File: src/rtl/mult_seq_pkg.sv
// Shared definitions for the MULT/MULTU shift-and-add sequencer.
// Optional feature macro used by the sequencer: MULT_SEQ_SIGNED_EN.
package mult_seq_pkg;

  typedef enum logic [2:0] {
    ST_IDLE = 3'd0,
    ST_NEGA = 3'd1,
    ST_NEGB = 3'd2,
    ST_MUL  = 3'd3,
    ST_NEGL = 3'd4,
    ST_NEGH = 3'd5,
    ST_DONE = 3'd6
  } mult_state_e;

  localparam int MULT_ITERS   = 32;
  localparam int LAT_SIGNED   = 36;
  localparam int LAT_UNSIGNED = 33;

  // Partial-product select: the multiplicand when the current multiplier bit is set.
  function automatic logic [31:0] pp_sel(input logic sel, input logic [31:0] v);
    return sel ? v : 32'h0000_0000;
  endfunction

endpackage

File: src/rtl/bit_32_mixed_adder_8.sv
// 32-bit adder built from four 8-bit carry-chained slices, with bitwise side outputs.
module bit_32_mixed_adder_8 (
  input  logic [31:0] a_i,
  input  logic [31:0] b_i,
  input  logic        c_i,
  output logic [31:0] s_o,
  output logic        c_o,
  output logic [31:0] and_o,
  output logic [31:0] or_o,
  output logic [31:0] xor_o
);

  logic [4:0] cy;

  assign cy[0] = c_i;

  for (genvar g = 0; g < 4; g++) begin : g_slice
    assign {cy[g+1], s_o[8*g +: 8]} = {1'b0, a_i[8*g +: 8]} + {1'b0, b_i[8*g +: 8]}
                                      + {8'h00, cy[g]};
  end

  assign c_o   = cy[4];
  assign and_o = a_i & b_i;
  assign or_o  = a_i | b_i;
  assign xor_o = a_i ^ b_i;

endmodule

File: src/rtl/mult_seq_ctrl.sv
// Multi-cycle MULT/MULTU sequencer: one shared 32-bit adder, shift-and-add over
// ITERS cycles, with magnitude/negate passes for signed operands.
// Optional feature macro: MULT_SEQ_SIGNED_EN (signed MULT support; undefined = MULTU only).
module mult_seq_ctrl
  import mult_seq_pkg::*;
#(
  parameter int ITERS = MULT_ITERS
) (
  input  logic        clk_in,
  input  logic        rst_in,
  input  logic        start_in,
  input  logic        signed_in,
  input  logic [31:0] rs_in,
  input  logic [31:0] rt_in,
  output logic        ready_out,
  output logic        busy_out,
  output logic        done_out,
  output logic [31:0] hi_out,
  output logic [31:0] lo_out
);

  localparam int CNT_W = $clog2(ITERS + 1);

`ifdef MULT_SEQ_SIGNED_EN
  localparam bit PRIME = 1'b0;
`else
  // Without the sign passes the first MUL cycle is an idle settle cycle, so the
  // unsigned path keeps its LAT_UNSIGNED stall length.
  localparam bit PRIME = 1'b1;
`endif

  localparam logic [CNT_W-1:0] CNT_LAST = CNT_W'(ITERS - 1 + int'(PRIME));

  mult_state_e      state_q, state_d;
  logic [31:0]      mcand_q, mcand_d;
  logic [31:0]      acc_q, acc_d;
  logic [31:0]      mq_q, mq_d;
  logic [CNT_W-1:0] cnt_q, cnt_d;
  logic             iter_en;

  logic [31:0]      add_a, add_b, add_s;
  logic             add_c, add_co;
  logic [31:0]      unused_and_w, unused_or_w, unused_xor_w;

`ifdef MULT_SEQ_SIGNED_EN
  logic             sgn_q, sgn_d;
  logic             neg_q, neg_d;
  logic             cy_q, cy_d;
`else
  logic             unused_signed_w;
  assign unused_signed_w = signed_in;
`endif

  bit_32_mixed_adder_8 u_adder (
    .a_i   (add_a),
    .b_i   (add_b),
    .c_i   (add_c),
    .s_o   (add_s),
    .c_o   (add_co),
    .and_o (unused_and_w),
    .or_o  (unused_or_w),
    .xor_o (unused_xor_w)
  );

  assign iter_en = !(PRIME && (cnt_q == '0));

  // Adder operand mux: multiply step by default, two's-complement passes otherwise.
  always_comb begin
    add_a = acc_q;
    add_b = pp_sel(mq_q[0], mcand_q);
    add_c = 1'b0;
`ifdef MULT_SEQ_SIGNED_EN
    case (state_q)
      ST_NEGA: begin
        add_a = ~mcand_q;
        add_b = '0;
        add_c = 1'b1;
      end
      ST_NEGB, ST_NEGL: begin
        add_a = ~mq_q;
        add_b = '0;
        add_c = 1'b1;
      end
      ST_NEGH: begin
        add_a = ~acc_q;
        add_b = '0;
        add_c = cy_q;
      end
      default: ;
    endcase
`endif
  end

  // Next-state and datapath update logic.
  always_comb begin
    state_d = state_q;
    mcand_d = mcand_q;
    acc_d   = acc_q;
    mq_d    = mq_q;
    cnt_d   = cnt_q;
`ifdef MULT_SEQ_SIGNED_EN
    sgn_d   = sgn_q;
    neg_d   = neg_q;
    cy_d    = cy_q;
`endif
    case (state_q)
      ST_IDLE, ST_DONE: begin
        if (start_in) begin
          mcand_d = rs_in;
          mq_d    = rt_in;
          acc_d   = '0;
          cnt_d   = '0;
`ifdef MULT_SEQ_SIGNED_EN
          sgn_d   = signed_in;
          neg_d   = signed_in & (rs_in[31] ^ rt_in[31]);
          state_d = ST_NEGA;
`else
          state_d = ST_MUL;
`endif
        end else begin
          state_d = ST_IDLE;
        end
      end
`ifdef MULT_SEQ_SIGNED_EN
      ST_NEGA: begin
        if (sgn_q && mcand_q[31]) mcand_d = add_s;
        state_d = ST_NEGB;
      end
      ST_NEGB: begin
        if (sgn_q && mq_q[31]) mq_d = add_s;
        state_d = ST_MUL;
      end
`endif
      ST_MUL: begin
        if (iter_en) begin
          acc_d = {add_co, add_s[31:1]};
          mq_d  = {add_s[0], mq_q[31:1]};
        end
        cnt_d = cnt_q + CNT_W'(1);
        if (cnt_q == CNT_LAST) begin
`ifdef MULT_SEQ_SIGNED_EN
          state_d = ST_NEGL;
`else
          state_d = ST_DONE;
`endif
        end
      end
`ifdef MULT_SEQ_SIGNED_EN
      ST_NEGL: begin
        if (neg_q) begin
          mq_d = add_s;
          cy_d = add_co;
        end
        state_d = ST_NEGH;
      end
      ST_NEGH: begin
        if (neg_q) acc_d = add_s;
        state_d = ST_DONE;
      end
`endif
      default: state_d = ST_IDLE;
    endcase
  end

  // State register.
  always_ff @(posedge clk_in or posedge rst_in) begin
    if (rst_in) state_q <= ST_IDLE;
    else        state_q <= state_d;
  end

  // Operand, accumulator and counter registers.
  always_ff @(posedge clk_in or posedge rst_in) begin
    if (rst_in) begin
      mcand_q <= '0;
      acc_q   <= '0;
      mq_q    <= '0;
      cnt_q   <= '0;
`ifdef MULT_SEQ_SIGNED_EN
      sgn_q   <= 1'b0;
      neg_q   <= 1'b0;
      cy_q    <= 1'b0;
`endif
    end else begin
      mcand_q <= mcand_d;
      acc_q   <= acc_d;
      mq_q    <= mq_d;
      cnt_q   <= cnt_d;
`ifdef MULT_SEQ_SIGNED_EN
      sgn_q   <= sgn_d;
      neg_q   <= neg_d;
      cy_q    <= cy_d;
`endif
    end
  end

  assign ready_out = (state_q == ST_IDLE) || (state_q == ST_DONE);
  assign busy_out  = !ready_out;
  assign done_out  = (state_q == ST_DONE);
  assign hi_out    = acc_q;
  assign lo_out    = mq_q;

endmodule
File: config.mk
export PLATFORM = sky130hd
export DESIGN_NAME = mult_seq_ctrl
export DESIGN_NICKNAME = d
export VERILOG_FILES = /design/src/rtl/mult_seq_pkg.sv /design/src/rtl/bit_32_mixed_adder_8.sv /design/src/rtl/mult_seq_ctrl.sv
export SDC_FILE = /design/constraint.sdc
export NUM_CORES = 1
export LEC_CHECK = 0
export CORE_UTILIZATION = 50
export CTS_CLUSTER_SIZE = 24
export DETAILED_ROUTE_END_ITERATION = 10
export GPL_TIMING_DRIVEN = 0
export PLACE_DENSITY = 0.8
export RECOVER_POWER = 50
export SYNTH_ARGS = -nofsm -noshare
export SYNTH_HDL_FRONTEND = slang
export SYNTH_SLANG_ARGS = --single-unit
File: constraint.sdc
create_clock -name clk_in -period 14.1 [get_ports clk_in]
set_clock_uncertainty 0.2 [all_clocks]
set_input_delay 2.115 -clock clk_in [delete_from_list [all_inputs] [get_ports clk_in]]
set_output_delay 2.115 -clock clk_in [all_outputs]
set_load 0.005 [all_outputs]
=== Word level (Yosys, flattened, before mapping) ===
Cells that the tools add are included.

* $add $sub $neg: 8
* Eq/ne operators: 6
* Mux-type cells: 12
* Reductions and logical operators: 9

{| class="wikitable"
|+ Operator list
! operator !! count
|-
| $mux 32 || 5
|-
| $pmux 32 s2 || 2
|-
| $add 8x8->9 || 4
|-
| $add 9x1->9 || 3
|-
| $pmux 6 s2 || 1
|-
| $add 6x1->6 const B || 1
|-
| $eq 6x6->1 const B || 1
|-
| $logic_not 6->1 || 1
|-
| $mux 6 || 1
|-
| $ne 2x2->1 const B || 3
|-
| $pmux 3 s2 || 1
|-
| $reduce_and 2->1 || 2
|-
| $eq 3x2->1 const B || 1
|-
| $eq 3x3->1 const B || 1
|-
| $logic_not 3->1 || 1
|-
| $mux 3 || 1
|-
| $reduce_and 3->1 || 1
|-
| $mux 2 || 1
|-
| $reduce_bool 2->1 || 1
|-
| $reduce_or 2->1 || 1
|-
| $logic_not 1->1 || 1
|-
| $logic_or 1x1->1 || 1
|}

* Flip-flop bits (word level): 105
* Input port bits: 68
* Output and inout port bits: 67
* Word-level logic and storage cells: 40

=== Depth between registers and ports, before layout ===
Gate-level depths: netlist (run 1).

* Depth after elaboration: 7
* Gate-level depth with buffers: 27
* Mapped depth without buffers: 26

=== Cells and area by module ===
A second synthesis (run 1) with hierarchy kept.

* Cell total of the unflattened synthesis: 718
* Area total of the unflattened synthesis: 7040.5 µm²

{| class="wikitable"
|+ By module, submodules not included
! module !! instances !! cells an instance !! area an instance (µm²) !! sequential area each (µm²)
|-
| mult_seq_ctrl || 1 || 455 || 5059.9 || 2627.5
|-
| bit_32_mixed_adder_8 || 1 || 263 || 1980.6 || 0.0
|}

=== Worst setup path after synthesis (run 1) ===
Ideal clock, no wire load.

* Path type: reg2reg
* Start point: register mq_q[0], in the netlist lo_out[0]
* End point: register acc_q[29], in the netlist hi_out[29]
* Library setup time: 0.087 ns
* Arrival time: 5.899 ns
* Data required time: 13.813 ns
* Slack: 7.915 ns
* Cell stages (with the launch flop): 28
* Path buffers: 1
* Period minus slack after synthesis: 6.185 ns
* Cells stage by stage: dfrtp_1 clkbuf_1 and2_1 ha_1 inv_1 fa_1 nor2b_1 o31ai_1 a21oi_1 a31oi_1 fa_1 fa_1 nor2b_1 o31ai_1 a21oi_1 a31oi_1 fa_1 fa_1 nor2b_1 o31ai_1 a21oi_1 a31oi_1 fa_1 fa_1 nor2b_1 o31ai_1 a2111o_1 o211ai_1

* Word-level cells in the longest chain between the ends: 7
* Elaborated cells between the ends (all ways): 10
* Classes of those cells: add/sub (7); mux (3)

{| class="wikitable"
|+ RTL lines
! what !! line !! text
|-
| start: declaration || mult_seq_ctrl.sv:37 || <nowiki>logic [31:0] mq_q, mq_d;</nowiki>
|-
| start signal: assignment || mult_seq_ctrl.sv:186 || <nowiki>mq_q <= mq_d;</nowiki>
|-
| $mux 32 * || mult_seq_pkg.sv:21 || <nowiki>return sel ? v : 32'h0000_0000;</nowiki>
|-
| $add 8x8->9 || bit_32_mixed_adder_8.sv:18 || <nowiki>assign {cy[g+1], s_o[8*g +: 8]} = {1'b0, a_i[8*g +: 8]} + {1'b0, b_i[8*g +: 8]}</nowiki>
|-
| $add 9x1->9 (2 in a row) || bit_32_mixed_adder_8.sv:19 || <nowiki>+ {8'h00, cy[g]};</nowiki>
|-
| $add 9x1->9 * || bit_32_mixed_adder_8.sv:19 ||
|-
| $mux 32 * || mult_seq_ctrl.sv:135 || <nowiki>if (iter_en) begin</nowiki>
|-
| $pmux 32 s2 * || mult_seq_ctrl.sv:106 || <nowiki>case (state_q)</nowiki>
|-
| end signal: assignment || mult_seq_ctrl.sv:175 || <nowiki>acc_q <= '0;</nowiki>
|-
| end signal: assignment || mult_seq_ctrl.sv:185 || <nowiki>acc_q <= acc_d;</nowiki>
|-
| end: declaration || mult_seq_ctrl.sv:36 || <nowiki>logic [31:0] acc_q, acc_d;</nowiki>
|}

Mark *: on every way between the ends. The rest lies on a longest branch, timed or not. The select of a mux whose other input is x is not followed.
A chain may end at the register's enable or synchronous reset.

=== Final worst setup path (run 1) ===
Ends and elaborated chain as after synthesis.

==> results of run 1 <==
## registers in the layout, indices dropped and copies added (netlist names)
register,count
hi_out,32
lo_out,32
mcand_q,32
cnt_q,6
state_q,3
## cell families after synthesis
family,count (synthesis)
mux,64
compound gates,176
flops,105
fa+ha+maj,38
xor+xnor,10
buf+inv,46
simple gates,102
## final timing paths
path	from	cells past startpoint	endpoint	slack (ps)
max	lo_out[0]$_DFFE_PP0P_	27	hi_out[29]$_DFFE_PP0P_	6870
min	mcand_q[15]$_DFFE_PP0P_	1	mcand_q[15]$_DFFE_PP0P_	300
max reg2reg	lo_out[0]$_DFFE_PP0P_	27	hi_out[29]$_DFFE_PP0P_	6870
min reg2reg	mcand_q[15]$_DFFE_PP0P_	1	mcand_q[15]$_DFFE_PP0P_	300
max in group asynchronous	rst_in	3	hi_out[26]$_DFFE_PP0P_	7620
min in group asynchronous	rst_in	2	cnt_q[1]$_DFFE_PP0P_	2600
## power breakdown
group	internal [mW]	total, mW	switching [mW]
Sequential	0.423	0.510	0.0874
Clock	0.130	0.246	0.116
Combinational	0.357	0.712	0.355
## Yosys cell counts, drive strengths merged, types with 13 or more instances
cell type | number | area (um^2)
dfrtp | 105 | 2630
o21ai | 92 | 472
mux2 | 33 | 372
ha | 31 | 388
mux2i | 31 | 310
and2 | 29 | 181
nand2 | 27 | 101
a21oi | 22 | 110
nor2 | 22 | 82.6
inv | 19 | 71.3
clkbuf | 14 | 52.6
buf | 13 | 97.6
## worst max-delay path: stages (launching register included)
cell      delay (ps)
dfrtp_1          470
clkbuf_1         320
and2_1           190
ha_1             160
inv_1             60
fa_1             410
nor2b_1          250
o31ai_1          150
a21oi_1          230
a31oi_1          140
fa_1             410
fa_1             410
nor2b_1          170
o31ai_1          140
a21oi_1          210
a31oi_1          140
fa_1             420
fa_1             430
nor2b_1          160
o31ai_1          120
a21oi_1          230
a31oi_1          150
fa_1             410
fa_1             420
nor2b_1          160
o31ai_1          120
a2111o_1         380
o211ai_1          90
## routing by layer
layer	part of all wire, %	track usage, %	vias to the layer above	wire length, um
li1	-	-	2264	-
met1	42	33.4	2382	6380
met2	47	44.0	219	7190
met3	7.6	4.92	39	1150
met4	3.2	12.0	0	485
met5	0	0	-	0
## cell type report
class	instances	area [um^2]
multi-input cells	390	2940
fillers	866	3490
clock buffers	11	253
repair buffers	134	1340
clock inverters	5	38.8
plain buffers	27	143
inverters	19	72.6
well taps	140	175
flip-flops and latches	105	2630
## cells in the final DEF (no fill, tap or decap), drive strengths merged, types with 4 or more instances in the layout
| cell | Yosys | routed |
|---|---|---|
| a2111o | 4 | 4 |
| nor2 | 22 | 22 |
| clkdlybuf4s50 | 0 | 103 |
| o21a | 5 | 5 |
| xor2 | 6 | 6 |
| nand2 | 27 | 27 |
| mux2i | 31 | 31 |
| buf | 13 | 12 |
| nor2b | 4 | 4 |
| a31oi | 4 | 4 |
| and2 | 29 | 29 |
| clkbuf | 14 | 27 |
| o2bb2ai | 4 | 4 |
| a22o | 8 | 8 |
| o211ai | 4 | 4 |
| nand3b | 4 | 4 |
| or3 | 4 | 4 |
| o21ai | 92 | 92 |
| dfrtp | 105 | 105 |
| xnor2 | 4 | 4 |
| o2111a | 4 | 4 |
| mux2 | 33 | 33 |
| o22ai | 7 | 7 |
| inv | 19 | 19 |
| fa | 7 | 7 |
| a221o | 5 | 5 |
| dlygate4sd3 | 0 | 30 |
| ha | 31 | 31 |
| a21oi | 22 | 22 |
| o31ai | 5 | 5 |
| a211oi | 4 | 4 |
| clkinvlp | 0 | 5 |
| a32o | 4 | 4 |
==> out/metrics.yaml, run 1 <==
outcome:
  status: "finished, violations left"
  violations: "capacitance limit, slew limit"
setup_path:
  cp_max_fo: 10
  endpoint_kind: "flop"
  crit_required_ps: 14170
  cp-start-kind: "flop"
  path_class: "flop to flop"
  cp.arrival_ps: 7300
finish:
  fin_nets: 792
  diodes: 0
  final_layout_size_suffix_gt1_share_pct: 9.55
  syn2layout_area_growth_pct: 31.0
  final_cells: 831
  final_area_um2: 7590
  final_util_pct: 68.5
synth:
  ys_seq_area_share_pct: 45.4
  synth_mux_area_share_pct: 11.8
  syn-num-nets: 647
  synthesis.area_um2: 5790
  yosys.area_share.simple_pct: 9.36
  synth-seq-cells: 105
  synth_fa_ha_area_share_pct: 9.12
  postSynthAreaPerCell_um2: 10.7
  synth_xor_area_share_pct: 1.51
  synth_flop_cell: "dfrtp_1"
  syn_inst: 541
  synth_compound_area_share_pct: 19.0
  synth-edff-count: 0
  ys_types: 45
  synthArstFlopShare_pct: 100
  synth_top_family_by_area: "compound AO/OA/AOI/OAI gates"
  yosysWarnings: 0
drt:
  vias: 4904
  drc: 0
  first_pass_iters: 7
  routed_via_density: 5.90
  drt-total-wl_um: 15200
  drtAntennaViolNets: 0
  routedWlPerCell_um: 18.3
  dr.first_iter.drc_count: 213
clock_tree:
  cts-hold-fix-buffers: 0
  cts_resized: 0
  cts-buffers-inserted: 9
  ctsHtreeMaxLevel: 3
  worstSkewPairLatency_ps: 350
  clkTransAtPathRegs_ps: 70
  post_cts_buffers: 0
  cts-root-buf: "clkbuf_16"
  cts_tree: "built"
  clock_path_buffers: 2
  cts_sinks: 105
timing:
  fin_ws_ps: 6870
  slew_violations: 108
  worst_pin_slew_ps: 2910
  fin_crit_sh_pct: 51.3
  fmax_mhz: 138
  period_needed_ps: 7230
  rsz0062_at_grt: "no"
  final_hold_viol_count: 0
  setup_viol: 0
  hold_slack_ps: 303
  setup_tns_ps: 0
  timing.slew.headroom_pct: -93.9
power_and_ir_drop:
  p_leak_nw: 3.41
  power_mw: 1.47
  ir_drop_mv: 0.102
  p_per_area_nw_per_um2: 194
floorplan:
  dieArea_um2: 12000
  die_x_um: 110
  io_pins: 135
  start_util_pct: 52.3
  core_area_um2: 11100
  rows: 38
  fp.dieH_um: 110
placement:
  routabilityCongestion: 0.915
  hpwl_um: 11200
  portBuffers: 133
  dpl_cell_area_um2: 7330
  post-place-ws_ps: 7000
  dpl.cell_count: 815
run:
  drv_cap: 2
global_route:
  gr-total-overflow: 0
  grt_pass1_wl_um: 24000
  grt_use_total_pct: 26.4
  grt_max_degree: 56
  first_global_vias: 4970
  antenna_found_initial: 0
worst_hold_path:
  hold_path.class: "flop to flop"
No activity file was read; power rests on OpenSTA's default activity.
==> inputs of run 2 (changes only) <==
- CORE_UTILIZATION: 50 -> 46
- PLACE_DENSITY: 0.8 -> 0.77
- clock period: 14.1 -> 6.55 ns (I/O delays scaled with it)
==> run 2 against run 1 <==
The flow still finishes with violations (capacitance limit, slew limit). Non-clock buffer count grew 11. Global-route usage shrank 1.5 points. Die area grew 8.5%. Register-to-register slack lost 6700 ps. Final area grew 3.0%. Largest power group unchanged. Highest routed layer unchanged.
==> out/metrics.yaml, run 2 (synthesis results as in run 1) <==
finish:
  syn2layout_area_growth_pct: 34.9
  layout_common_cells: "dfrtp_1, clkdlybuf4s50_1, o21ai_0, mux2_2"
  fin_nets: 803
  diodes: 0
  n_fill_cell: 1007
  final_util_pct: 64.2
  final_layout_size_suffix_gt1_share_pct: 13.8
clock_tree:
  cts-root-buf: "clkbuf_16"
  cts_tree: "built"
  cts-buffers-inserted: 9
  clkTransAtPathRegs_ps: 70
  cts_sinks: 105
  clock_path_buffers: 2
  ctsHtreeMaxLevel: 3
  worstSkewPairLatency_ps: 350
setup_path:
  reg2reg_from: "lo_out[0]$_DFFE_PP0P_"
  cp.depth: 27
  cp_slowest_cell: "dfrtp_2"
  reg2reg_slack_ps: 170
  r2r-end: "hi_out[29]$_DFFE_PP0P_"
  cp_num_buf_inv: 2
  cp.arrival_ps: 6440
  crit_required_ps: 6620
  cp-start-kind: "flop"
  cp_max_fo: 10
  slowest_delay_ps: 420
  cpMostUsedCell: "fa_2"
  cp_top_family: "adder cells"
  cp-startpoint: "lo_out[0]$_DFFE_PP0P_"
  endpoint_kind: "flop"
  path_class: "flop to flop"
  ff2ff_path_depth: 27
  worstSetupEndpoint: "hi_out[29]$_DFFE_PP0P_"
timing:
  timing.slew.headroom_pct: -77.5
  setup_viol: 0
  fmax_mhz: 157
  setup_tns_ps: 0
  fin_crit_sh_pct: 97.3
  period_needed_ps: 6380
  hold_slack_ps: 302
  worst_pin_slew_ps: 2660
  final_hold_viol_count: 0
  slew_violations: 108
floorplan:
  fp.dieH_um: 114
  rows: 40
  die_x_um: 114
  start_util_pct: 47.6
  io_pins: 135
  dieArea_um2: 13000
  core_area_um2: 12200
placement:
  hpwl_um: 11200
  routabilityCongestion: 0.883
  portBuffers: 133
power_and_ir_drop:
  p_leak_nw: 3.48
  pwr-share-seq_pct: 33.9
  ir_drop_mv: 0.206
  p_switching_mw: 1.20
  p_clk_share_pct: 17.9
  p_per_area_nw_per_um2: 416
  internal_power_mw: 2.05
  power_mw: 3.25
  switching_share_pct: 37.0
  p_comb_share_pct: 48.2
drt:
  dr.first_iter.drc_count: 286
  drtAntennaViolNets: 0
  vias: 4958
  routedWlPerCell_um: 17.9
  drc: 0
  first_pass_iters: 5
  routed_via_density: 5.71
  drt-total-wl_um: 15600
global_route:
  first_global_vias: 5037
  grt_max_degree: 57
  antenna_found_initial: 0
  grt_use_total_pct: 24.9
  grt_pass1_wl_um: 25000
  gr-total-overflow: 0
run:
  drv_cap: 2
worst_hold_path:
  hold_path.class: "flop to flop"
outcome:
  status: "finished, violations left"
  violations: "capacitance limit, slew limit"
[run 2: per-layer routing]
layer | track usage, % | routed length [um] | vias up | part of all wire, %
met5 | 0 | 0 | - | 0
met4 | 10.7 | 296 | 0 | 1.9
met3 | 5.19 | 1030 | 19 | 6.6
met2 | 41.7 | 7680 | 179 | 49
met1 | 31.1 | 6580 | 2476 | 42
li1 | - | - | 2284 | -
[run 2: final cells by class]
cell class	count	area, um^2	share of cell area (%)
well taps	168	210	2.69
plain buffers	27	155	1.99
clock inverters	5	80.1	1.02
clock buffers	10	239	3.06
flip-flops and latches	105	2630	33.6
repair buffers	145	1420	18.1
inverters	19	72.6	0.929
multi-input cells	390	3010	38.5
[run 2: worst min path at each step]
| stage | from | slack [ps] | end | cells after the start |
|---|---|---|---|---|
| floorplan | mcand_q[20]$_DFFE_PP0P_ | 270 | mcand_q[20]$_DFFE_PP0P_ | 1 |
| global placement | mcand_q[19]$_DFFE_PP0P_ | 280 | mcand_q[19]$_DFFE_PP0P_ | 1 |
| detailed placement | mcand_q[18]$_DFFE_PP0P_ | 290 | mcand_q[18]$_DFFE_PP0P_ | 1 |
| CTS | mcand_q[10]$_DFFE_PP0P_ | 300 | mcand_q[10]$_DFFE_PP0P_ | 1 |
| global route | mcand_q[14]$_DFFE_PP0P_ | 320 | mcand_q[14]$_DFFE_PP0P_ | 1 |
| finish | mcand_q[18]$_DFFE_PP0P_ | 300 | mcand_q[18]$_DFFE_PP0P_ | 1 |
[run 2: power groups by stage]
| stage | Clock (mW) | Combinational (mW) | Sequential [mW] |
|---|---|---|---|
| 2_1_floorplan | 0 | 0.930 | 1.07 |
| 3_3_place_gp | 0 | 1.49 | 1.10 |
| 3_5_place_dp | 0 | 1.54 | 1.12 |
| 4_1_cts | 0.590 | 1.58 | 1.11 |
| 5_1_grt | 0.618 | 1.72 | 1.14 |
| 6_report | 0.581 | 1.57 | 1.10 |
[run 2: metrics by stage]
stage / cells / setup WS [ps] / instance area (um^2)
global route: 869 / -54.0 / 7810
floorplan: 541 / 365 / 5790
CTS: 866 / 29.9 / 7790
finish: 869 / 174 / 7810
detailed placement: 843 / -703 / 7360
global placement: 842 / -474 / 7330
[run 2: worst reg2reg max path, stage by stage (launching register included)]
cell and delay [ps]:
dfrtp_2 420, clkbuf_8 180, and2_1 130, ha_1 170
inv_1 60, fa_2 360, nor2b_2 170, o31ai_2 110
a21oi_2 170, a31oi_1 130, fa_2 380, fa_2 390
nor2b_4 140, o31ai_2 100, a21oi_2 200, a31oi_2 120
fa_2 370, fa_1 420, nor2b_2 170, o31ai_2 120
a21oi_2 190, a31oi_1 130, fa_2 380, fa_2 390
nor2b_4 130, o31ai_2 100, a2111o_1 390, o211ai_1 100
[run 2: what timing repair did]
action / CTS / global route
hold buffers: 0 / 0
pin swaps: 5 / 2
gates resized for setup: 17 / 9
cloned: 0 / 0
endpoints found under the setup margin: 8 / 5
setup buffers: 8 / 3
==> inputs of run 3 (changes only) <==
- CORE_UTILIZATION: 46 -> 25
- PLACE_DENSITY: 0.77 -> not set
==> run 3 against run 2 <==
Total power up 0.87%. Sequential cell count did not move. Clock power up 7.1%. Core utilization shrank 29 points. Non-clock buffer count is 6 higher. Sequential power about the same. Wire length grew 7.3%. Highest routed layer is now met5. The flow still finishes with violations (capacitance limit, slew limit).
==> out/metrics.yaml, run 3 (synthesis results as in run 1) <==
placement:
  routabilityCongestion: 0.789
  dpl.cell_count: 960
  portBuffers: 133
  hpwl_um: 12000
floorplan:
  io_pins: 135
  fp.dieH_um: 154
  die_x_um: 154
  core_area_um2: 22700
  dieArea_um2: 23800
  start_util_pct: 25.5
  rows: 55
timing:
  worst_pin_slew_ps: 1980
  setup_tns_ps: 0
  fmax_mhz: 159
  slew_violations: 41
  final_hold_viol_count: 0
  timing.slew.headroom_pct: -33.0
  fin_crit_sh_pct: 95.9
  setup_viol: 0
  period_needed_ps: 6280
global_route:
  antenna_found_initial: 1
  grt_pass1_wl_um: 26700
  first_global_vias: 4899
  grt_use_total_pct: 14.6
  gr-total-overflow: 0
  grt_max_degree: 66
setup_path:
  cp-start-kind: "flop"
  cp_max_fo: 10
  reg2reg_slack_ps: 270
  path_class: "flop to flop"
  endpoint_kind: "flop"
  reg2reg_from: "lo_out[0]$_DFFE_PP0P_"
  cp-startpoint: "lo_out[0]$_DFFE_PP0P_"
  cp.arrival_ps: 6350
  crit_required_ps: 6610
power_and_ir_drop:
  p_per_area_nw_per_um2: 408
  p_switching_mw: 1.19
  p_clk_share_pct: 19.0
  pwr-share-seq_pct: 33.1
  ir_drop_mv: 0.158
  internal_power_mw: 2.09
  p_comb_share_pct: 47.9
  switching_share_pct: 36.4
  p_leak_nw: 3.54
clock_tree:
  clkTransAtPathRegs_ps: 70
  worstSkewPairLatency_ps: 360
  cts-root-buf: "clkbuf_16"
  ctsHtreeMaxLevel: 3
  cts_sinks: 105
  clock_path_buffers: 2
  cts-buffers-inserted: 9
  cts_tree: "built"
drt:
  drtAntennaViolNets: 0
  drt-total-wl_um: 16700
  routedWlPerCell_um: 16.9
  first_pass_iters: 6
  dr.first_iter.drc_count: 237
  routed_via_density: 4.84
  drc: 0
  vias: 4805
worst_hold_path:
  worstHoldStart: "mcand_q[21]$_DFFE_PP0P_"
  hold_path.class: "flop to flop"
finish:
  final_util_pct: 35.4
  final_layout_size_suffix_gt1_share_pct: 14.2
  layout_common_cells: "dfrtp_1, clkdlybuf4s50_1, o21ai_0, mux2_2"
  n_fill_cell: 2294
  fin_nets: 809
  syn2layout_area_growth_pct: 39.0
  final_cells: 992
outcome:
  violations: "capacitance limit, slew limit"
  status: "finished, violations left"
run:
  drv_cap: 1
## run 3: repair_timing
action | CTS | global route
setup buffers | 16 | 1
hold buffers | 0 | 0
gates resized for setup | 16 | 10
endpoints found under the setup margin | 8 | 6
pin swaps | 5 | 2
## run 3: path summary, 6_finish.rpt
kind,cells after the start,to
min in group asynchronous,2,lo_out[10]$_DFFE_PP0P_
worst min-delay path,1,mcand_q[21]$_DFFE_PP0P_
max in group asynchronous,3,lo_out[0]$_DFFE_PP0P_
worst max register to register,27,hi_out[29]$_DFFE_PP0P_
worst max-delay path,27,hi_out[29]$_DFFE_PP0P_
worst min register to register,1,mcand_q[21]$_DFFE_PP0P_
## run 3: power by group through the flow
stage / clock (mW) / sequential, mW / combinational [mW]
floorplan: 0 / 1.07 / 0.930
global placement: 0 / 1.10 / 1.55
detailed placement: 0 / 1.11 / 1.56
CTS: 0.643 / 1.10 / 1.61
global route: 0.667 / 1.13 / 1.75
finish: 0.622 / 1.09 / 1.57
## run 3: stage by stage
stage / hold WS [ps] / setup slack (ps) / power (mW) / cell area (um^2)
2_1_floorplan: 272 / 365 / 2.00 / 5790
3_3_place_gp: 283 / -648 / 2.65 / 7480
3_5_place_dp: 287 / -689 / 2.67 / 7510
4_1_cts: 307 / 33.3 / 3.35 / 8000
5_1_grt: 326 / -3.64 / 3.55 / 8050
6_report: 302 / 266 / 3.28 / 8050
## run 3: area by class of cell
type / instances / area (um^2) / share of cell area, %
Clock buffer: 11 / 243 / 3.02
Timing Repair Buffer: 151 / 1490 / 18.5
Tap cell: 285 / 357 / 4.43
Antenna cell: 1 / 2.50 / 0.0311
Multi-Input combinational cell: 390 / 3010 / 37.4
Buffer: 27 / 158 / 1.96
Clock inverter: 3 / 90.1 / 1.12
Inverter: 19 / 72.6 / 0.902
Sequential cell: 105 / 2630 / 32.7
## run 3: routing by layer
metal	vias to the layer above	part of all wire, %	global-route usage (%)
li1	2304	-	-
met1	2329	47	19.4
met2	154	45	23.7
met3	16	6.3	3.78
met4	2	0.94	3.05
met5	-	0.072	0
## run 3: worst max-delay path, cell delays in order (launching register included)
cell and delay (ps):
dfrtp_2 400, clkbuf_8 160, and2_1 140, ha_1 160, inv_1 60, fa_2 360
nor2b_2 190, o31ai_4 90, a21oi_2 170, a31oi_1 140, fa_2 370, fa_2 380
nor2b_4 150, o31ai_4 80, a21oi_2 170, a31oi_1 120, fa_2 370, fa_2 370
nor2b_2 150, o31ai_2 90, a21oi_1 200, a31oi_1 150, fa_2 390, fa_2 370
nor2b_2 140, o31ai_1 120, a2111o_1 390, o211ai_1 90
